==> src/rtl/stopwatch_pkg.sv <==
// Shared stopwatch types: display mode encodings, default field width and the lap record.
package stopwatch_pkg;

    localparam int unsigned DEF_DIGIT_W = 8;

    typedef enum logic [1:0] {
        MODE_LIVE   = 2'd0,
        MODE_HOLD   = 2'd1,
        MODE_REVIEW = 2'd2
    } mode_e;

    // One captured lap at the default field width, most significant field first.
    typedef struct packed {
        logic [DEF_DIGIT_W-1:0] m;
        logic [DEF_DIGIT_W-1:0] s;
        logic [DEF_DIGIT_W-1:0] ms;
    } lap_t;

endpackage

==> src/rtl/lap_memory_if.sv <==
// Control, live-time and display signals between the counter/buttons and the lap stage.
interface lap_memory_if
    import stopwatch_pkg::*;
#(
    parameter int unsigned DIGIT_W = DEF_DIGIT_W,
    parameter int unsigned DEPTH   = 4,
    parameter int unsigned IDX_W   = $clog2(DEPTH)
);
    logic               run;
    logic               lap_req;
    logic               resume_req;
    logic               review_req;
    logic               next_req;
    logic               clr_req;
    logic [DIGIT_W-1:0] ms;
    logic [DIGIT_W-1:0] s;
    logic [DIGIT_W-1:0] m;
    logic [DIGIT_W-1:0] out_ms;
    logic [DIGIT_W-1:0] out_s;
    logic [DIGIT_W-1:0] out_m;
    logic [1:0]         mode;
    logic [IDX_W:0]     lap_cnt;
    logic [IDX_W-1:0]   view_idx;
    logic               ovf;

    modport master (
        output run, lap_req, resume_req, review_req, next_req, clr_req, ms, s, m,
        input  out_ms, out_s, out_m, mode, lap_cnt, view_idx, ovf
    );

    modport slave (
        input  run, lap_req, resume_req, review_req, next_req, clr_req, ms, s, m,
        output out_ms, out_s, out_m, mode, lap_cnt, view_idx, ovf
    );

endinterface

==> src/rtl/lap_ring.sv <==
// Ring buffer of captured laps with an age-indexed read port (age 0 = oldest valid entry).
module lap_ring
    import stopwatch_pkg::*;
#(
    parameter int unsigned DIGIT_W = DEF_DIGIT_W,
    parameter int unsigned DEPTH   = 4,
    parameter int unsigned IDX_W   = $clog2(DEPTH)
) (
    input  logic                 mclk,
    input  logic                 rst_n,
    input  logic                 clr,
    input  logic                 wr_en,
    input  logic [3*DIGIT_W-1:0] wr_data,
    input  logic [IDX_W-1:0]     rd_age,
    output logic [3*DIGIT_W-1:0] rd_data,
    output logic [IDX_W:0]       lap_cnt,
    output logic                 ovf
);

    localparam logic [IDX_W-1:0] LAST_PTR = IDX_W'(DEPTH - 1);
    localparam logic [IDX_W:0]   FULL     = (IDX_W + 1)'(DEPTH);

    logic [3*DIGIT_W-1:0] entries_q [DEPTH];
    logic [IDX_W-1:0]     wr_ptr_q;
    logic [IDX_W:0]       cnt_q;
    logic                 ovf_q;
    logic [IDX_W:0]       base;
    logic [IDX_W:0]       addr;

    // Operands stay below 2*DEPTH, so one conditional subtract reduces modulo DEPTH.
    function automatic logic [IDX_W:0] wrap(input logic [IDX_W:0] v);
        return (v >= FULL) ? v - FULL : v;
    endfunction

    // Capture, count and overflow tracking; clear empties the ring but keeps entry contents.
    always_ff @(posedge mclk) begin
        if (!rst_n) begin
            for (int i = 0; i < DEPTH; i++) entries_q[i] <= '0;
            wr_ptr_q <= '0;
            cnt_q    <= '0;
            ovf_q    <= 1'b0;
        end else if (clr) begin
            wr_ptr_q <= '0;
            cnt_q    <= '0;
            ovf_q    <= 1'b0;
        end else if (wr_en) begin
            entries_q[wr_ptr_q] <= wr_data;
            wr_ptr_q <= (wr_ptr_q == LAST_PTR) ? '0 : wr_ptr_q + IDX_W'(1);
            if (cnt_q == FULL) ovf_q <= 1'b1;
            else               cnt_q <= cnt_q + (IDX_W + 1)'(1);
        end
    end

    // Oldest valid entry sits at wr_ptr - lap_cnt; add the requested age on top of it.
    always_comb begin
        base    = wrap({1'b0, wr_ptr_q} + FULL - cnt_q);
        addr    = wrap(base + {1'b0, rd_age});
        rd_data = entries_q[addr[IDX_W-1:0]];
    end

    assign lap_cnt = cnt_q;
    assign ovf     = ovf_q;

endmodule

==> src/rtl/lap_memory.sv <==
// Lap capture/recall stage: live pass-through, frozen lap display and browsing of stored laps.
module lap_memory
    import stopwatch_pkg::*;
#(
    parameter int unsigned DIGIT_W = DEF_DIGIT_W,
    parameter int unsigned DEPTH   = 4,
    parameter int unsigned IDX_W   = $clog2(DEPTH)
) (
    input logic         mclk,
    input logic         rst_n,
    lap_memory_if.slave bus
);

    mode_e                mode_q;
    logic [IDX_W-1:0]     view_q;
    logic                 run_q;
    logic [IDX_W:0]       lap_cnt;
    logic                 ovf;
    logic                 lap_do;
    logic [IDX_W:0]       last_age_full;
    logic [IDX_W-1:0]     last_age;
    logic [IDX_W-1:0]     rd_age;
    logic [3*DIGIT_W-1:0] rd_data;

    // A lap is taken only when it wins arbitration and the watch is running outside REVIEW.
    assign lap_do        = bus.lap_req && !bus.clr_req && bus.run && (mode_q != MODE_REVIEW);
    assign last_age_full = lap_cnt - (IDX_W + 1)'(1);
    assign last_age      = last_age_full[IDX_W-1:0];
    // HOLD shows the newest entry, which is the one of age lap_cnt-1.
    assign rd_age        = (mode_q == MODE_REVIEW) ? view_q : last_age;

    lap_ring #(
        .DIGIT_W (DIGIT_W),
        .DEPTH   (DEPTH),
        .IDX_W   (IDX_W)
    ) u_ring (
        .mclk    (mclk),
        .rst_n   (rst_n),
        .clr     (bus.clr_req),
        .wr_en   (lap_do),
        .wr_data ({bus.m, bus.s, bus.ms}),
        .rd_age  (rd_age),
        .rd_data (rd_data),
        .lap_cnt (lap_cnt),
        .ovf     (ovf)
    );

    // Mode FSM and view pointer; requests arbitrated clr > lap > review > resume > next.
    always_ff @(posedge mclk) begin
        if (!rst_n) begin
            mode_q <= MODE_LIVE;
            view_q <= '0;
            run_q  <= 1'b0;
        end else begin
            run_q <= bus.run;
            if (bus.clr_req) begin
                mode_q <= MODE_LIVE;
                view_q <= '0;
            end else if (mode_q == MODE_REVIEW && bus.run && !run_q) begin
                mode_q <= MODE_LIVE;
            end else if (bus.lap_req) begin
                if (lap_do) mode_q <= MODE_HOLD;
            end else if (bus.review_req) begin
                if (mode_q == MODE_REVIEW) begin
                    mode_q <= MODE_LIVE;
                end else if (!bus.run && lap_cnt != '0) begin
                    mode_q <= MODE_REVIEW;
                    view_q <= '0;
                end
            end else if (bus.resume_req) begin
                if (mode_q == MODE_HOLD) mode_q <= MODE_LIVE;
            end else if (bus.next_req) begin
                if (mode_q == MODE_REVIEW) begin
                    view_q <= (view_q == last_age) ? '0 : view_q + IDX_W'(1);
                end
            end
        end
    end

    // Display mux: live time passes straight through, otherwise the selected ring entry.
    always_comb begin
        bus.out_ms = bus.ms;
        bus.out_s  = bus.s;
        bus.out_m  = bus.m;
        unique case (mode_q)
            MODE_HOLD, MODE_REVIEW: begin
                bus.out_ms = rd_data[DIGIT_W-1:0];
                bus.out_s  = rd_data[2*DIGIT_W-1:DIGIT_W];
                bus.out_m  = rd_data[3*DIGIT_W-1:2*DIGIT_W];
            end
            default: ;
        endcase
    end

    assign bus.mode     = mode_q;
    assign bus.lap_cnt  = lap_cnt;
    assign bus.view_idx = view_q;
    assign bus.ovf      = ovf;

endmodule

==> src/flat_wrapper.sv <==
// flat-port wrapper written by rule: the top's interface ports become plain ports
module lap_memory_flat import stopwatch_pkg::*;
#(
    parameter int unsigned DIGIT_W = DEF_DIGIT_W,
    parameter int unsigned DEPTH   = 4,
    parameter int unsigned IDX_W   = $clog2(DEPTH)
)
  (mclk, rst_n, bus_run, bus_lap_req, bus_resume_req, bus_review_req, bus_next_req, bus_clr_req, bus_ms, bus_s, bus_m, bus_out_ms, bus_out_s, bus_out_m, bus_mode, bus_lap_cnt, bus_view_idx, bus_ovf);
  lap_memory_if #(.DIGIT_W(DIGIT_W), .DEPTH(DEPTH), .IDX_W(IDX_W)) bus_i ();
  input logic mclk;
  input logic rst_n;
  input wire logic [$bits(bus_i.run)-1:0] bus_run;
  input wire logic [$bits(bus_i.lap_req)-1:0] bus_lap_req;
  input wire logic [$bits(bus_i.resume_req)-1:0] bus_resume_req;
  input wire logic [$bits(bus_i.review_req)-1:0] bus_review_req;
  input wire logic [$bits(bus_i.next_req)-1:0] bus_next_req;
  input wire logic [$bits(bus_i.clr_req)-1:0] bus_clr_req;
  input wire logic [$bits(bus_i.ms)-1:0] bus_ms;
  input wire logic [$bits(bus_i.s)-1:0] bus_s;
  input wire logic [$bits(bus_i.m)-1:0] bus_m;
  output wire logic [$bits(bus_i.out_ms)-1:0] bus_out_ms;
  output wire logic [$bits(bus_i.out_s)-1:0] bus_out_s;
  output wire logic [$bits(bus_i.out_m)-1:0] bus_out_m;
  output wire logic [$bits(bus_i.mode)-1:0] bus_mode;
  output wire logic [$bits(bus_i.lap_cnt)-1:0] bus_lap_cnt;
  output wire logic [$bits(bus_i.view_idx)-1:0] bus_view_idx;
  output wire logic [$bits(bus_i.ovf)-1:0] bus_ovf;
  assign bus_i.run = bus_run;
  assign bus_i.lap_req = bus_lap_req;
  assign bus_i.resume_req = bus_resume_req;
  assign bus_i.review_req = bus_review_req;
  assign bus_i.next_req = bus_next_req;
  assign bus_i.clr_req = bus_clr_req;
  assign bus_i.ms = bus_ms;
  assign bus_i.s = bus_s;
  assign bus_i.m = bus_m;
  assign bus_out_ms = bus_i.out_ms;
  assign bus_out_s = bus_i.out_s;
  assign bus_out_m = bus_i.out_m;
  assign bus_mode = bus_i.mode;
  assign bus_lap_cnt = bus_i.lap_cnt;
  assign bus_view_idx = bus_i.view_idx;
  assign bus_ovf = bus_i.ovf;
  lap_memory #(.DIGIT_W(DIGIT_W), .DEPTH(DEPTH), .IDX_W(IDX_W)) u_core (.mclk(mclk), .rst_n(rst_n), .bus(bus_i));
endmodule
==> config.mk <==
export PLATFORM = sky130hd
export DESIGN_NAME = lap_memory_flat
export DESIGN_NICKNAME = d
export VERILOG_FILES = /design/src/rtl/stopwatch_pkg.sv /design/src/rtl/lap_memory_if.sv /design/src/rtl/lap_ring.sv /design/src/rtl/lap_memory.sv /design/src/flat_wrapper.sv
export SDC_FILE = /design/constraint.sdc
export NUM_CORES = 1
export LEC_CHECK = 0
export ABC_AREA = 1
export CORE_ASPECT_RATIO = 1.75
export CORE_MARGIN = 1
export CORE_UTILIZATION = 51
export DETAILED_ROUTE_END_ITERATION = 6
export PLACE_DENSITY = 0.76
export SYNTH_ARGS = -nofsm -noshare
export SYNTH_HDL_FRONTEND = slang
export SYNTH_HIERARCHICAL = 1
export SYNTH_SLANG_ARGS = --single-unit
==> constraint.sdc <==
create_clock -name mclk -period 2.5 [get_ports mclk]
set_input_delay 0.5 -clock mclk [delete_from_list [all_inputs] [get_ports mclk]]
set_output_delay 0.5 -clock mclk [all_outputs]
set_load 0.01 [all_outputs]
### Word level (Yosys, flattened, before mapping)

Memory sizes are Yosys's and may differ from the RTL's.
Index checks and enable logic that the tools add are counted.
Widths: inputs -> output; s select.

| cells by class | value |
|---|---|
| add/subtract/negate cells | 9 |
| order comparisons | 2 |
| eq/ne operators | 11 |
| multiplexer cells | 29 |
| bitwise operators | 4 |
| reductions and logical operators | 22 |

Operator list:

| kind | number |
|---|---|
| $mux 2 | 18 |
| $mux 24 | 1 |
| $mux 8 | 3 |
| $reduce_or 24->1 | 1 |
| $reduce_bool 3->1 | 3 |
| $reduce_and 7->1 | 1 |
| $ge 3x3->1 const B | 2 |
| $logic_and 1x1->1 | 6 |
| $mux 1 | 6 |
| $ne 2x1->1 const B | 3 |
| $add 2x1->2 const B | 2 |
| $eq 2x2->1 const B | 2 |
| $ne 2x2->1 const B | 2 |
| $ne 4x2->1 const B | 1 |
| $not 1->1 | 4 |
| $reduce_and 2->1 | 2 |
| $reduce_and 4->1 | 1 |
| $reduce_bool 2->1 | 2 |
| $reduce_or 2->1 | 2 |
| $sub 2x1->2 const B | 2 |
| $add 2x3->3 const B | 1 |
| $add 3x1->3 const B | 1 |
| $add 3x2->3 | 1 |
| $eq 3x3->1 const B | 1 |
| other kinds (7) | 9 |

| storage, ports and cells | value |
|---|---|
| flip-flop bits (word level) | 11 |
| RAM bits | 96 |
| input bits | 32 |
| output and inout bits | 32 |
| word-level logic and storage cells | 84 |
| memories kept | 1 |

Memory list:

| memory | depth | bits a word | rd ports | clocked after memory_dff | wr ports | line | source |
|---|---|---|---|---|---|---|---|
| u_core.u_ring.entries_q | 4 | 24 | 1 | 0 | 4 | lap_ring.sv:23 | `logic [3*DIGIT_W-1:0] entries_q [DEPTH];` |

### Longest topological paths before layout

| logic depth | value |
|---|---|
| word-level depth | 10 |
| mapped depth | 15 |
| mapped depth without buffers | 13 |

### Cells and area by module

The synthesis kept the hierarchy.

Modules (own cells, without submodules):

| module | times used | cells each | area each (µm²) | seq. area each (µm²) |
|---|---|---|---|---|
| lap_ring | 1 | 472 | 4889.7 | 3002.9 |
| lap_memory | 1 | 110 | 759.5 | 100.1 |

### Least setup slack after synthesis

OpenSTA, ideal clock, no wires.

| timing path | value |
|---|---|
| kind | register to output |
| from | register u_core.mode_q[0] (netlist: u_core/bus.mode[0]) |
| to | output bus_out_m[2] |
| arrival | 2.338 ns |
| data required time | 2.000 ns |
| slack | -0.338 ns |
| stages on the path, launching flop included | 13 |
| path buffers | 3 |
| cell sequence | dfxtp_1 -> inv_1 -> ha_1 -> buf_4 -> nand2_1 -> o21ai_0 -> ha_1 -> buf_2 -> buf_2 -> mux2_2 -> nand3_1 -> nand2_1 -> mux2_1 |

| on the way | value |
|---|---|
| cells in the longest elaborated chain, start to end | 7 |
| elaborated cells on any way between the ends | 10 |
| classes of those cells | 2 x add/sub; 1 x order compare; 2 x eq/ne; 3 x mux; 1 x reduce/logical; 1 x memory |

RTL lines:

| element | line | source |
|---|---|---|
| from (decl) | lap_memory.sv:14 | `mode_e mode_q;` |
| from (signal assigned) | lap_memory.sv:51 | `mode_q <= MODE_LIVE;` |
| from (signal assigned) | lap_memory.sv:57 | `mode_q <= MODE_LIVE;` |
| from (signal assigned) | lap_memory.sv:60 | `mode_q <= MODE_LIVE;` |
| $eq 2x2->1 * | lap_memory.sv:30 | `assign rd_age = (mode_q == MODE_REVIEW) ? view_q : last_age;` |
| $mux 2 * | lap_memory.sv:30 |  |
| via u_core.rd_age[0] | lap_memory.sv:22 | `logic [IDX_W-1:0] rd_age;` |
| $add 3x2->3 * | lap_ring.sv:57 | `addr = wrap(base + {1'b0, rd_age});` |
| $ge 3x3->1 or $sub 2x1->2 (tied branches) | lap_ring.sv:32 | `return (v >= FULL) ? v - FULL : v;` |
| $mux 2 * | lap_ring.sv:32 |  |
| $mem_v2 4x24 * | n/a |  |
| via u_core.rd_data[18] | lap_memory.sv:23 | `logic [3*DIGIT_W-1:0] rd_data;` |
| $mux 8 * | lap_memory.sv:85 | `unique case (mode_q)` |
| to (decl) | flat_wrapper.sv:23 | `output wire logic [$bits(bus_i.out_m)-1:0] bus_out_m;` |

The timed path passes the listed nets; every way through them passes the cells marked *.

### Final worst setup path

| timing path | value |
|---|---|
| from | register u_core.mode_q[0] (netlist: u_core/bus.mode[0]) |
| to | output bus_out_s[7] |

| on the way | value |
|---|---|
| cells in the longest elaborated chain, start to end | 7 |
| elaborated cells on any way between the ends | 10 |
| classes of those cells | 2 x add/sub; 1 x order compare; 2 x eq/ne; 3 x mux; 1 x reduce/logical; 1 x memory |

RTL lines:

| element | line | source |
|---|---|---|
| $eq 2x2->1 * | lap_memory.sv:30 |  |
| $mux 2 * | lap_memory.sv:30 |  |
| via u_core.rd_age[1] | lap_memory.sv:22 |  |
| $add 3x2->3 * | lap_ring.sv:57 |  |
| $ge 3x3->1 or $sub 2x1->2 (tied branches) | lap_ring.sv:32 |  |
| $mux 2 * | lap_ring.sv:32 |  |
| $mem_v2 4x24 * | n/a |  |
| via u_core.rd_data[15] | lap_memory.sv:23 |  |
| $mux 8 * | lap_memory.sv:85 |  |
| to (decl) | flat_wrapper.sv:22 | `output wire logic [$bits(bus_i.out_s)-1:0] bus_out_s;` |

Marks and branches as above.

==> impl_metrics.ini <==
[status]
status = finished, violations left
violations = negative setup slack

[power]
powerDensity_mw_per_mm2 = 518
p_leak_uw = 0.00363
vdd_ir_drop_max_v = 0.000370

[detailed_routing]
routed_via_density = 5.68
route.met3.wl_um = 904
drc_errors = 0
wire_per_inst_um = 18.9
top_layer = met4
ant_nets = 0
dr.pass1.iters = 5
wl_met2_um = 8790
drt-met1-wl_um = 5150
drt_iter0_markers = 540
routed_wl_um = 15800
vias = 4745

[cts]
clock_path_buffers = 2
cts_tree = yes
cts_max_level = 3
numCtsBuffers = 9
clkSinkCount = 107
clkLatencyLatePin_ps = 350
clock-root-buffer = clkbuf_16
clkSlewWorstSetupHoldPaths_ps = 60

[worst_setup_path]
crit_start = u_core/bus.mode[0]
critical_path_class = flip-flop to output port
critical_path.max_fanout = 6
r2r_end = u_core/u_ring/entries_q[1][14]
worstPathRequired_ps = 2000
start_kind = flip-flop
worstSetupEndpointType = output port
ff2ff_path_depth = 13
r2r_slack_ps = 260
setup.worst_path.end = bus_out_s[7]
arrival_ps = 2510
reg2reg_from = u_core/bus.mode[0]

[floorplan]
fp.dieW_um = 81.6
initial_core_util_pct = 52.5
core_area_mm2 = 0.0108
chipHeight_um = 141
dieArea_mm2 = 0.0115
rows = 50
ios = 64

[timing]
finalHoldViolations = 0
fmax_mhz = 332
timing.hold.ws_ps = 520
fin_ws_ps = -512
skew_ps = 10.2
relSlewSlack_pct = 76.5
fin_crit_sh_pct = 120
tightest_slew_ps = 353
slew_violations = 0
setup_viol = 24
layout_min_cycle_time_ps = 3010
rsz0062_at_grt = true
finalSetupTns_ps = -11190

[run]
maxCapViolCount = 0

[layout]
utilization_pct = 73.8
n_fill_cell = 635
drive_above_1_share_pct = 33.6
final_nets = 740
diodes = 0
syn_to_final_growth_pct = 40.6
final_area_mm2 = 0.00794

[logic_synthesis]
muxShareOfSynthArea_pct = 9.57
yosysTopAreaCellShare_pct = 51.0
synth_cells = 582
ys.flop_type = edfxtp_1
synth_most_common_cell = nor2_1
synth-simple-area-share_pct = 20.5
synth_area_mm2 = 0.00565
synthXorXnorAreaFrac_pct = 0.576
yosys_warnings = 6
synth_top_cells_by_count = nor2_1, edfxtp_1, nand2_1
synth_top_family_by_area = simple AND/OR/NAND/NOR gates
synth_compound_area_share_pct = 3.72
ys_async_sr_fraction_pct = 0
yosysUniqueCellTypes = 32
syn_area_per_cell_um2 = 9.71
ys_top_cells_by_area = edfxtp_1, nor2_1, nand2_1
ys_seq_elements = 107
synth_fa_ha_area_share_pct = 1.77
ys_seq_area_share_pct = 54.9
synth_edf_count = 96
syn_nets = 622
yosysTopAreaCell = edfxtp_1

[global_route]
grt_max_degree = 26
overflow = 0
antenna_found_initial = 0
grt_pass1_wl_um = 24200
track_usage_pct = 29.1
grt_pass1_vias = 5071

[place]
numPortBuffers = 63
dp_hpwl_um = 8790
dpl_cell_area_mm2 = 0.00697
gp_routability_congestion = 0.826
pre_cts_ws_ps = -556

[worst_hold_path]
hold_class = flip-flop to flip-flop
[routing by layer]
| metal | GRT usage, % | up-vias |
|---|---|---|
| li1 | - | 2160 |
| met1 | 28.6 | 2270 |
| met2 | 53.5 | 236 |
| met3 | 4.79 | 79 |
| met4 | 19.0 | 0 |
| met5 | 0 | - |
[cell families after synthesis]
logic type | after synthesis
adder cells (fa/ha/maj) | 8
multiplexers | 48
XOR/XNOR | 2
buffers and inverters | 107
flip-flops | 107
AND/OR/NAND/NOR | 271
AO/OA/AOI/OAI | 39
[registers in the layout, summed over array words and instances, names as in the netlist]
| name | flops |
|---|---|
| u_core/u_ring/ovf | 1 |
| u_core/u_ring/wr_ptr_q | 2 |
| u_core/bus.view_idx | 2 |
| u_core/u_ring/lap_cnt | 3 |
| u_core/bus.mode | 2 |
| u_core/run_q | 1 |
| u_core/u_ring/entries_q | 96 |
[layout make-up]
cell class                      instances  area, um2  area share (%)
Clock buffer                           11        233            2.93
Clock inverter                          5       30.0           0.378
Inverter                               77        297            3.73
Multi-Input combinational cell        368       2540            32.0
Sequential cell                       107       3110            39.2
Tap cell                              130        163            2.05
Timing Repair Buffer                  137       1570            19.7
[timing repair]
| item | 4_1_cts | 5_1_grt |
|---|---|---|
| endpoints found under the setup margin | 24 | 24 |
| buffers inserted | 27 | 1 |
| gates resized for setup | 183 | 23 |
| hold buffers | 0 | 0 |
| gates cloned | 4 | 0 |
| pin swaps | 47 | 28 |
[how the worst min path moves through the flow]
stage / start / endpoint / slack, ps / depth (start not counted)
after floorplan: u_core/u_ring/wr_ptr_q[0] / u_core/u_ring/wr_ptr_q[0] / 490 / 2
after global placement: u_core/u_ring/ovf / u_core/u_ring/ovf / 490 / 2
after detailed placement: u_core/u_ring/ovf / u_core/u_ring/ovf / 520 / 2
after CTS: u_core/u_ring/ovf / u_core/u_ring/ovf / 530 / 2
after global routing: u_core/u_ring/ovf / u_core/u_ring/ovf / 550 / 2
final: u_core/u_ring/ovf / u_core/u_ring/ovf / 520 / 2
[placed cells by master (no fill, tap or decap), types with 3 or more instances in the layout]
cell	instances
a21oi_1	7
buf_12	18
buf_4	39
buf_6	35
clkbuf_16	9
clkdlybuf4s50_1	39
dfxtp_1	6
dfxtp_2	3
edfxtp_1	96
ha_1	4
ha_4	4
inv_1	70
inv_2	4
inv_4	3
mux2_4	46
nand2_1	79
nand2_2	14
nand2_4	7
nand3_1	27
nand3_2	28
nand3_4	4
nor2_1	103
o21ai_0	13
o21ai_1	11
[critical path: stages, from the launching register on]
cell	delay, ps
dfxtp_4	360
inv_4	30
ha_4	170
buf_6	130
nand2_4	70
o21ai_4	70
inv_2	80
nand2_4	70
nand3_4	100
buf_6	120
nand3_4	130
buf_8	170
buf_12	130
nand3_2	70
nand2_2	50
mux2_4	280
buf_6	120
[stage by stage]
stage / instances / total power, uW
6_report: 835 / 4110
4_1_cts: 835 / 4070
2_1_floorplan: 582 / 2430
3_3_place_gp: 788 / 2670
5_1_grt: 835 / 4230
3_5_place_dp: 788 / 2700
[power breakdown]
part	leakage, uW	internal (uW)	switching [uW]
sequential	0.00109	2000	21.7
combinational	0.00240	430	395
clock	0.000129	671	592
total	0.00363	3100	1010
(Power assumes the default switching activity.)
